$ cat src/rtl/alu_ctrl_pkg.sv
// Shared constants for the registered ALU control decoder: ALU control codes,
// R-format function codes, alu_op classes and the MDU sequencer state encoding.
package alu_ctrl_pkg;

    localparam int unsigned CTRL_AND   = 0;
    localparam int unsigned CTRL_OR    = 1;
    localparam int unsigned CTRL_ADD   = 2;
    localparam int unsigned CTRL_SUB   = 6;
    localparam int unsigned CTRL_SLT   = 7;
    localparam int unsigned CTRL_MULT  = 8;
    localparam int unsigned CTRL_MULTU = 9;
    localparam int unsigned CTRL_DIV   = 10;
    localparam int unsigned CTRL_DIVU  = 11;
    localparam int unsigned CTRL_NOR   = 12;
    localparam int unsigned CTRL_SLL   = 13;
    localparam int unsigned CTRL_MFHI  = 14;
    localparam int unsigned CTRL_MFLO  = 15;

    localparam logic [5:0] FUNC_SLL   = 6'd0;
    localparam logic [5:0] FUNC_JR    = 6'd8;
    localparam logic [5:0] FUNC_MFHI  = 6'd16;
    localparam logic [5:0] FUNC_MFLO  = 6'd18;
    localparam logic [5:0] FUNC_MULT  = 6'd24;
    localparam logic [5:0] FUNC_MULTU = 6'd25;
    localparam logic [5:0] FUNC_DIV   = 6'd26;
    localparam logic [5:0] FUNC_DIVU  = 6'd27;
    localparam logic [5:0] FUNC_ADD   = 6'd32;
    localparam logic [5:0] FUNC_SUB   = 6'd34;
    localparam logic [5:0] FUNC_AND   = 6'd36;
    localparam logic [5:0] FUNC_OR    = 6'd37;
    localparam logic [5:0] FUNC_NOR   = 6'd39;
    localparam logic [5:0] FUNC_SLT   = 6'd42;

    localparam int unsigned OP_LWSW  = 0;
    localparam int unsigned OP_BEQ   = 1;
    localparam int unsigned OP_RTYPE = 2;
    localparam int unsigned OP_ORI   = 3;
    localparam int unsigned OP_SLL   = 4;
    localparam int unsigned OP_SLTI  = 5;
    localparam int unsigned OP_ANDI  = 6;

    typedef enum logic [1:0] {
        MDU_IDLE = 2'd0,
        MDU_BUSY = 2'd1,
        MDU_DONE = 2'd2
    } mdu_state_e;

endpackage

$ cat src/rtl/mdu_sequencer.sv
// Multi-cycle multiply/divide sequencer: down-counter from MDU_CYCLES-1, exits on zero.
// state    | meaning
// IDLE     | no MDU operation in flight
// BUSY     | MDU iterating, counter counts down to zero
// DONE     | HI/LO valid this cycle; may restart back-to-back
module mdu_sequencer
    import alu_ctrl_pkg::*;
#(
    parameter int MDU_CYCLES = 32
) (
    input  logic clk,
    input  logic reset,
    input  logic start_req,
    output logic busy,
    output logic start,
    output logic done
);

    localparam int CNT_W = (MDU_CYCLES > 1) ? $clog2(MDU_CYCLES) : 1;

    mdu_state_e       state_q;
    logic [CNT_W-1:0] cnt_q;
    logic             start_q;
    logic             done_q;

    always_ff @(posedge clk) begin
        if (reset) begin
            state_q <= MDU_IDLE;
            cnt_q   <= '0;
            start_q <= 1'b0;
            done_q  <= 1'b0;
        end else begin
            start_q <= 1'b0;
            done_q  <= 1'b0;
            case (state_q)
                MDU_IDLE: begin
                    if (start_req) begin
                        state_q <= MDU_BUSY;
                        cnt_q   <= CNT_W'(MDU_CYCLES - 1);
                        start_q <= 1'b1;
                    end
                end
                MDU_BUSY: begin
                    if (cnt_q == '0) begin
                        state_q <= MDU_DONE;
                        done_q  <= 1'b1;
                    end else begin
                        cnt_q <= cnt_q - 1'b1;
                    end
                end
                MDU_DONE: begin
                    if (start_req) begin
                        state_q <= MDU_BUSY;
                        cnt_q   <= CNT_W'(MDU_CYCLES - 1);
                        start_q <= 1'b1;
                    end else begin
                        state_q <= MDU_IDLE;
                    end
                end
                default: state_q <= MDU_IDLE;
            endcase
        end
    end

    assign busy  = (state_q == MDU_BUSY);
    assign start = start_q;
    assign done  = done_q;

endmodule

$ cat src/rtl/alu_control_pipe.sv
// Registered ALU control decoder with EX-stage handshake and MDU interlock.
// Optional feature macro: ALU_CTRL_MDU_EN (MDU decodes, sequencer and interlock).
module alu_control_pipe
    import alu_ctrl_pkg::*;
#(
    parameter int CTRL_W     = 4,
    parameter int OP_W       = 3,
    parameter int MDU_CYCLES = 32
) (
    input  logic              clk,
    input  logic              reset,
    input  logic              valid_in,
    input  logic [OP_W-1:0]   alu_op,
    input  logic [5:0]        func,
    input  logic              stall_in,
    output logic              stall_out,
    output logic              valid_out,
    output logic [CTRL_W-1:0] alu_ctrl,
    output logic              jr_sel,
    output logic              illegal_op,
    output logic              mdu_start,
    output logic              mdu_busy,
    output logic              mdu_done
);

    if (CTRL_W < 4 || MDU_CYCLES < 1) begin : g_bad_params
        $error("alu_control_pipe: CTRL_W must be >= 4 and MDU_CYCLES >= 1");
    end

    logic [CTRL_W-1:0] ctrl_d, ctrl_q;
    logic              jr_d, jr_q;
    logic              ill_d, ill_q;
    logic              valid_q;
    logic              interlock;
    logic              accept;
`ifdef ALU_CTRL_MDU_EN
    logic              mdu_op_d;
    logic              hilo_op_d;
`endif

    always_comb begin
        ctrl_d = '0;
        jr_d   = 1'b0;
        ill_d  = 1'b0;
`ifdef ALU_CTRL_MDU_EN
        mdu_op_d  = 1'b0;
        hilo_op_d = 1'b0;
`endif
        case (alu_op)
            OP_W'(OP_LWSW): ctrl_d = CTRL_W'(CTRL_ADD);
            OP_W'(OP_BEQ):  ctrl_d = CTRL_W'(CTRL_SUB);
            OP_W'(OP_ORI):  ctrl_d = CTRL_W'(CTRL_OR);
            OP_W'(OP_SLL):  ctrl_d = CTRL_W'(CTRL_SLL);
            OP_W'(OP_SLTI): ctrl_d = CTRL_W'(CTRL_SLT);
            OP_W'(OP_ANDI): ctrl_d = CTRL_W'(CTRL_AND);
            OP_W'(OP_RTYPE): begin
                case (func)
                    FUNC_ADD: ctrl_d = CTRL_W'(CTRL_ADD);
                    FUNC_SUB: ctrl_d = CTRL_W'(CTRL_SUB);
                    FUNC_AND: ctrl_d = CTRL_W'(CTRL_AND);
                    FUNC_OR:  ctrl_d = CTRL_W'(CTRL_OR);
                    FUNC_NOR: ctrl_d = CTRL_W'(CTRL_NOR);
                    FUNC_SLT: ctrl_d = CTRL_W'(CTRL_SLT);
                    FUNC_SLL: ctrl_d = CTRL_W'(CTRL_SLL);
                    FUNC_JR: begin
                        ctrl_d = CTRL_W'(CTRL_ADD);
                        jr_d   = 1'b1;
                    end
`ifdef ALU_CTRL_MDU_EN
                    FUNC_MULT:  begin ctrl_d = CTRL_W'(CTRL_MULT);  mdu_op_d = 1'b1; end
                    FUNC_MULTU: begin ctrl_d = CTRL_W'(CTRL_MULTU); mdu_op_d = 1'b1; end
                    FUNC_DIV:   begin ctrl_d = CTRL_W'(CTRL_DIV);   mdu_op_d = 1'b1; end
                    FUNC_DIVU:  begin ctrl_d = CTRL_W'(CTRL_DIVU);  mdu_op_d = 1'b1; end
                    FUNC_MFHI:  begin ctrl_d = CTRL_W'(CTRL_MFHI);  hilo_op_d = 1'b1; end
                    FUNC_MFLO:  begin ctrl_d = CTRL_W'(CTRL_MFLO);  hilo_op_d = 1'b1; end
`endif
                    default: ill_d = 1'b1;
                endcase
            end
            default: ill_d = 1'b1;
        endcase
    end

`ifdef ALU_CTRL_MDU_EN
    // Only MDU ops and HI/LO reads wait for the sequencer; everything else flows past it.
    assign interlock = mdu_busy & (mdu_op_d | hilo_op_d);

    mdu_sequencer #(
        .MDU_CYCLES (MDU_CYCLES)
    ) u_mdu_sequencer (
        .clk       (clk),
        .reset     (reset),
        .start_req (accept & mdu_op_d),
        .busy      (mdu_busy),
        .start     (mdu_start),
        .done      (mdu_done)
    );
`else
    assign interlock = 1'b0;
    assign mdu_start = 1'b0;
    assign mdu_busy  = 1'b0;
    assign mdu_done  = 1'b0;
`endif

    assign accept    = valid_in & ~stall_in & ~interlock;
    assign stall_out = valid_in & (stall_in | interlock);

    always_ff @(posedge clk) begin
        if (reset) begin
            valid_q <= 1'b0;
            ctrl_q  <= '0;
            jr_q    <= 1'b0;
            ill_q   <= 1'b0;
        end else if (stall_in) begin
            valid_q <= valid_q;
        end else if (accept) begin
            valid_q <= 1'b1;
            ctrl_q  <= ctrl_d;
            jr_q    <= jr_d;
            ill_q   <= ill_d;
        end else begin
            valid_q <= 1'b0;
        end
    end

    assign valid_out  = valid_q;
    assign alu_ctrl   = ctrl_q;
    assign jr_sel     = jr_q;
    assign illegal_op = ill_q;

endmodule

$ cat config.mk
export PLATFORM = sky130hd
export DESIGN_NAME = alu_control_pipe
export DESIGN_NICKNAME = d
export VERILOG_FILES = /design/src/rtl/alu_ctrl_pkg.sv /design/src/rtl/mdu_sequencer.sv /design/src/rtl/alu_control_pipe.sv
export SDC_FILE = /design/constraint.sdc
export NUM_CORES = 1
export LEC_CHECK = 0
export CAP_MARGIN = 20
export CORE_MARGIN = 2
export CORE_UTILIZATION = 40
export DETAILED_ROUTE_END_ITERATION = 16
export GPL_TIMING_DRIVEN = 0
export PLACE_DENSITY = 0.8
export SYNTH_ARGS = -nofsm -noshare
export SYNTH_HDL_FRONTEND = slang
export SYNTH_SLANG_ARGS = --single-unit
$ cat constraint.sdc
create_clock -name clk -period 4.45 [get_ports clk]
set_input_delay 1.335 -clock clk [delete_from_list [all_inputs] [get_ports clk]]
set_output_delay 1.335 -clock clk [all_outputs]
set_load 0.005 [all_outputs]
== Word level (Yosys, flattened, before mapping) ==
Cells that the tools add are included.

* Word-level logic and storage cells: 33
* Bits in registers: 7
* Input bits: 13
* Output and inout port bits: 11

* Mux-type cells: 7
* Bitwise logic cells: 3
* Reductions and logical operators: 6
* Eq/ne operators: 13

{| class="wikitable"
|+ Operator list
! kind !! number
|-
| 4-bit one-hot mux with 6 select lines || 2
|-
| 6-bit == test (second input constant) || 6
|-
| 3-bit == test (second input constant) || 3
|-
| 8-bit OR reduction || 1
|-
| 3-bit by 2-bit == test with 1-bit output (second input constant) || 2
|-
| 6-bit by 4-bit == test with 1-bit output (second input constant) || 1
|-
| 6-bit zero test || 1
|-
| 6-bit OR reduction || 1
|-
| 1-bit two-way mux || 4
|-
| 3-bit by 1-bit == test with 1-bit output (second input constant) || 1
|-
| 3-bit zero test || 1
|-
| 1-bit bitwise AND || 2
|-
| 1-bit one-hot mux with 2 select lines || 1
|-
| 2-bit AND reduction || 1
|-
| 2-bit OR reduction || 1
|-
| 1-bit NOT || 1
|}

== Depth between registers and ports, before layout ==
Gate-level depths: netlist of run 1.

* Depth after elaboration: 4
* Mapped depth: 6

== Least setup slack after synthesis of run 1 ==
No wires, ideal clock.

* Path kind: input-to-output
* From: input port valid_in
* To: output port stall_out
* Data arrival time: 1478 ps
* Setup slack: 1637 ps
* Cell stages on the path: 1
* Path buffers: 0
* Path through: and2_1

* Word-level cells in the longest chain between the ends: 1

{| class="wikitable"
|+ Ends and longest elaborated chain
! what !! line !! RTL
|-
| start, declared || alu_control_pipe.sv:12 || <nowiki>input logic valid_in,</nowiki>
|-
| 1-bit bitwise AND || alu_control_pipe.sv:106 || <nowiki>assign stall_out = valid_in & (stall_in | interlock);</nowiki>
|-
| end, declared || alu_control_pipe.sv:16 || <nowiki>output logic stall_out,</nowiki>
|}

No other way between the ends.

== Worst setup path in the final report of run 1 ==
* From: input port stall_in
* To: output port stall_out

* Word-level cells in the longest chain between the ends: 1

{| class="wikitable"
|+ Ends and longest elaborated chain
! what !! line !! RTL
|-
| start, declared || alu_control_pipe.sv:15 || <nowiki>input logic stall_in,</nowiki>
|-
| 1-bit bitwise AND || alu_control_pipe.sv:106 ||
|}

No other way between the ends.

==> flow_metrics.env, run 1 <==
export IMPL_clock_skew_ns=0
export IMPL_use_met1_pct=15.6
export IMPL_antenna_cells=0
export IMPL_ir_worst_vdd_mv=0.0714
export IMPL_vias=571
export IMPL_core_area_um2=1270
export IMPL_hold_path_class="flip-flop to flip-flop"
export IMPL_die_w_um=40.3
export IMPL_track_usage_pct=16.5
export IMPL_maxCapViolCount=0
export IMPL_fin_cells=113
export IMPL_crit_type="input pin to output port"
export IMPL_drtIter0Drc=14
export IMPL_fmax_mhz=264
export IMPL_end_kind="output port"
export IMPL_cts_setup_buffers=0
export IMPL_cts_buffer_depth=2
export IMPL_worst_path_buf_inv=2
export IMPL_synth_area_um2=528
export IMPL_slowest_delay_ns=0.50
export IMPL_cp_cell_sequence="clkdlybuf4s50_1 -> and2_1 -> clkdlybuf4s50_1"
export IMPL_yosysUniqueCellTypes=32
export IMPL_firstDrtPassIters=4
export IMPL_ys_warnings_count=0
export IMPL_cp_max_fo=4
export IMPL_drt_wl_total_um=1160
export IMPL_rsz0062_at_grt="false"
export IMPL_seq_area_frac_synth_pct=26.5
export IMPL_die_area_um2=1630
export IMPL_drc=0
export IMPL_routed_via_density=5.05
export IMPL_p_per_area_nw_per_um2=223
export IMPL_finalHoldViolCount=0
export IMPL_htreeDepth=1
export IMPL_cts_tree="built"
export IMPL_r2r_cells=4
export IMPL_cts_root_buf="clkbuf_4"
export IMPL_ys_ff_latch=7
export IMPL_synthFlopType="dfxtp_1"
export IMPL_grt_pass1_vias=466
export IMPL_numClockSinks=7
export IMPL_io_buffers=17
export IMPL_antenna_found_initial=0
export IMPL_hold_worst_slack_ns=0.455
export IMPL_ys_async_sr_fraction_pct=0
export IMPL_p_total_w=0.000168
export IMPL_clk_pin_slew_ns=0.05
export IMPL_startpoint_type="input pin"
export IMPL_drive_gt1_share_pct=10.2
export IMPL_cp_arrival_ns=2.45
export IMPL_area_growth_pct=42.2
export IMPL_nets=112
export IMPL_grt_util_met3_pct=1.67
export IMPL_drv_slew=0
export IMPL_ioPinCount=24
export IMPL_die_h_um=40.3
export IMPL_slowest_stage="clkdlybuf4s50_1"
export IMPL_critPathRequiredTime_ns=3.12
export IMPL_synthCells=75
export IMPL_worstSkewPairLatency_ns=0.24
export IMPL_crit_top_cell="clkdlybuf4s50_1"
export IMPL_leakage_nw=0.287
export IMPL_wl_per_cell_um=10.2
export IMPL_ctsResizeCount=0
export IMPL_status="finished, final reports clean"
export IMPL_post_route_period_util_pct=85.1
export IMPL_setup_tns_final_ns=0
export IMPL_grt_ovfl_total=0
export IMPL_setup_viol=0
export IMPL_crit_cells=3
export IMPL_synth_edf_count=0
export IMPL_grt_max_degree=10
export IMPL_syn_avg_cell_area_um2=7.04
export IMPL_cts_hold_buffers=0
export IMPL_placed_cells=109
export IMPL_grt_first_pass_wirelength_um=1770
export IMPL_hold_depth=2
export IMPL_busiest_layer="met2"
export IMPL_use_met2_pct=31.7
export IMPL_fin_crit_ns=3.79
export IMPL_final_util_pct=59.2
export IMPL_place_congestion=0.765
export IMPL_row_count=13
export IMPL_initial_core_util_pct=41.6
export IMPL_hpwl_um=924
export IMPL_numCtsBuffers=3
export IMPL_cp_top_family="buffers and inverters"
export IMPL_ant_nets=0
-- final timing paths --
| kind | from | end | slack [ns] |
|---|---|---|---|
| worst max-delay path | stall_in | stall_out | 0.66 |
| worst min register to register | valid_out | valid_out | 0.45 |
| worst min-delay path | valid_out | valid_out | 0.45 |
| worst max register to register | alu_ctrl[0] | alu_ctrl[0] | 3.61 |
-- layout by cell type (no fill, tap or decap), drive strengths merged --
| cell | netlist | layout |
|---|---|---|
| a211oi | 3 | 3 |
| a21oi | 5 | 5 |
| a311oi | 1 | 1 |
| a31oi | 2 | 2 |
| and2 | 1 | 1 |
| and3 | 1 | 1 |
| buf | 6 | 6 |
| clkbuf | 1 | 5 |
| clkdlybuf4s50 | 0 | 17 |
| conb | 1 | 3 |
| dfxtp | 7 | 7 |
| inv | 4 | 4 |
| nand2 | 11 | 11 |
| nand2b | 2 | 2 |
| nand3 | 3 | 3 |
| nand3b | 1 | 1 |
| nand4 | 1 | 1 |
| nor2 | 8 | 8 |
| nor2b | 3 | 3 |
| nor3 | 2 | 2 |
| nor4 | 1 | 1 |
| o21ai | 3 | 3 |
| o311ai | 1 | 1 |
| o31ai | 2 | 2 |
| o32a | 2 | 2 |
| or2b | 1 | 1 |
| or3 | 1 | 1 |
| xnor2 | 1 | 1 |
-- layout make-up --
class / count / area [um^2]
plain buffers: 7 / 52.6
clock buffers: 4 / 26.3
flip-flops and latches: 7 / 140
fillers: 132 / 518
well taps: 15 / 18.8
multi-input cells: 59 / 328
inverters: 4 / 15.0
repair buffers: 17 / 170
-- cell families after synthesis --
kind of cell,count (synthesis),synth area share [%]
AOI/OAI and AO/OA,19,25.4
xor gates and xnor gates,1,1.66
other,1,0.710
DFF,7,26.5
buffers and inverters,11,12.8
and+or+nand+nor,36,32.9
-- metal layers --
metal / routed length [um] / up-vias
met5: 0 / -
met4: 0 / 0
met3: 75 / 0
met2: 596 / 20
met1: 484 / 246
li1: - / 305
-- registers in the layout, indices dropped and copies added (netlist names) --
register    cells
alu_ctrl        4
illegal_op      1
jr_sel          1
valid_out       1
-- worst reg2reg max path, cell delays in order, from the launching register on --
cell	delay [ns]
dfxtp_1	0.30
nand2_1	0.08
o21ai_0	0.08
a211oi_1	0.17
a211oi_1	0.07
-- cell usage after synthesis, types with 2 or more instances --
master    number  area, um^2
a31oi_1        2        12.5
a211oi_1       2        15.0
nand2b_1       2        12.5
nand3_1        3        15.0
inv_1          4        15.0
dfxtp_1        7         140
nor2b_1        3        18.8
nand2_1       11        41.3
buf_6          2        22.5
o21ai_0        2        10.0
nor2_1         8        30.0
a21oi_1        5        25.0
nor3_1         2        10.0
o31ai_1        2        15.0
buf_4          3        22.5
-- where the power goes --
group	internal, W	switching (W)
Combinational	0.0000239	0.0000203
Sequential	0.0000652	0.00000114
Clock	0.0000342	0.0000228
-- through the flow --
step | cell area (um^2) | setup WS, ns
finish | 751 | 0.662
global route | 751 | 0.608
global placement | 724 | 0.662
detailed placement | 724 | 0.660
CTS | 751 | 0.656
floorplan | 536 | 1.64
(Power assumes the default switching activity.)
==> run 2, diff against run 1 <==
PLACE_DENSITY = 0.75   (was 0.8)
==> run 2 against run 1 <==
Effect of this change: die area is the same; clock skew is the same; clock power grew 1%; final cell count is the same; utilization is the same; global-route usage shrank 0.40 points; power grew 0.54%; via count grew 1.9%; count of clock-buffer cells in the layout is the same; flip-flop and latch count is the same; non-clock buffer count is the same; setup slack lost 0.014 ns; critical endpoint unchanged; largest power group unchanged; highest routed layer is now met4.
==> flow_metrics.env, run 2 (synthesis gave the netlist of run 1 again) <==
export IMPL_worstSkewPairLatency_ns=0.24
export IMPL_nets=112
export IMPL_mostFrequentLayoutCell="clkdlybuf4s50_1"
export IMPL_r2r_cells=4
export IMPL_antenna_found_initial=0
export IMPL_drc=0
export IMPL_core_area_um2=1270
export IMPL_drtIter0Drc=11
export IMPL_hold_path_class="flip-flop to flip-flop"
export IMPL_row_count=13
export IMPL_rsz0062_at_grt="false"
export IMPL_cp_max_fo=4
export IMPL_status="finished, final reports clean"
export IMPL_fmax_mhz=263
export IMPL_firstDrtPassIters=4
export IMPL_htreeDepth=1
export IMPL_setup_viol=0
export IMPL_wl_per_cell_um=10.5
export IMPL_post_route_period_util_pct=85.4
export IMPL_grt_ovfl_total=0
export IMPL_fin_crit_ns=3.80
export IMPL_use_met2_pct=27.0
export IMPL_leakage_nw=0.287
export IMPL_largest_register_ffs=4
export IMPL_die_area_um2=1630
export IMPL_ioPinCount=24
export IMPL_startpoint_type="input pin"
export IMPL_drv_slew=0
export IMPL_ant_nets=0
export IMPL_setup_tns_final_ns=0
export IMPL_fin_cells=113
export IMPL_hold_worst_slack_ns=0.454
export IMPL_p_per_area_nw_per_um2=225
export IMPL_io_buffers=17
export IMPL_routed_via_density=5.15
export IMPL_clock_skew_ns=0
export IMPL_die_w_um=40.3
export IMPL_critPathRequiredTime_ns=3.12
export IMPL_area_growth_pct=42.2
export IMPL_grt_first_pass_wirelength_um=1800
export IMPL_drive_gt1_share_pct=10.2
export IMPL_track_usage_pct=16.1
export IMPL_cts_root_buf="clkbuf_4"
export IMPL_numClockSinks=7
export IMPL_die_h_um=40.3
export IMPL_maxCapViolCount=0
export IMPL_drt_wl_total_um=1180
export IMPL_busiest_layer="met2"
export IMPL_grt_util_met3_pct=2.22
export IMPL_initial_core_util_pct=41.6
export IMPL_numCtsBuffers=3
export IMPL_ir_worst_vdd_mv=0.0985
export IMPL_cts_setup_buffers=0
export IMPL_cts_hold_buffers=0
export IMPL_antenna_cells=0
export IMPL_finalHoldViolCount=0
export IMPL_place_congestion=0.785
export IMPL_cts_tree="built"
export IMPL_grt_pass1_vias=454
export IMPL_use_met1_pct=20.0
export IMPL_cp_arrival_ns=2.47
export IMPL_placed_cells=109
export IMPL_hold_depth=2
export IMPL_final_cell_mix="clkdlybuf4s50_1, nand2_1, nor2_1, dfxtp_1, a21oi_1"
export IMPL_grt_max_degree=10
export IMPL_ctsResizeCount=0
export IMPL_vias=582
export IMPL_clk_pin_slew_ns=0.05
export IMPL_crit_type="input pin to output port"
export IMPL_end_kind="output port"
export IMPL_cts_buffer_depth=2
[run 2: cell counts in the layout (fill, tap and decap cells not counted)]
No cell type changed its count.
[run 2: final cells by class]
cell class | count | area (um^2)
Tap cell | 15 | 18.8
Timing Repair Buffer | 17 | 170
Inverter | 4 | 15.0
Fill cell | 135 | 518
Clock buffer | 4 | 26.3
Multi-Input combinational cell | 59 | 328
Sequential cell | 7 | 140
Buffer | 7 | 52.6
[run 2: path summary, 6_finish.rpt]
check                                  from           to  slack, ns
worst max-delay path               stall_in    stall_out       0.65
worst min register to register  alu_ctrl[1]  alu_ctrl[1]       0.45
worst max register to register  alu_ctrl[0]  alu_ctrl[0]       3.62
worst min-delay path            alu_ctrl[1]  alu_ctrl[1]       0.45
[run 2: metal layers]
metal,vias to the layer above,routed length (um)
met5,-,0
met4,0,14
met3,2,78
met2,22,539
met1,255,552
li1,303,-
[run 2: stage by stage]
stage	power (W)	area (um^2)	util, %	worst slack (ns)
2_1_floorplan	0.0000909	536	-	1.64
3_3_place_gp	0.000111	724	57.1	0.660
3_5_place_dp	0.000112	724	57.1	0.653
4_1_cts	0.000171	751	59.2	0.648
5_1_grt	0.000178	751	59.2	0.600
6_report	0.000169	751	59.2	0.648
[run 2: worst max-delay path: stages]
cell             delay [ns]
clkdlybuf4s50_1        0.51
and2_1                 0.13
clkdlybuf4s50_1        0.49
[run 2: power by group]
| group | internal, W | switching (W) |
|---|---|---|
| Combinational | 0.0000239 | 0.0000206 |
| Sequential | 0.0000652 | 0.00000109 |
| Clock | 0.0000342 | 0.0000236 |
| Total | 0.000123 | 0.0000453 |
==> run 3, diff against run 2 <==
CAP_MARGIN = unset   (was 20)
==> results of run 3 <==
The final DEF is identical to that of run 2; final timing and power are the same.
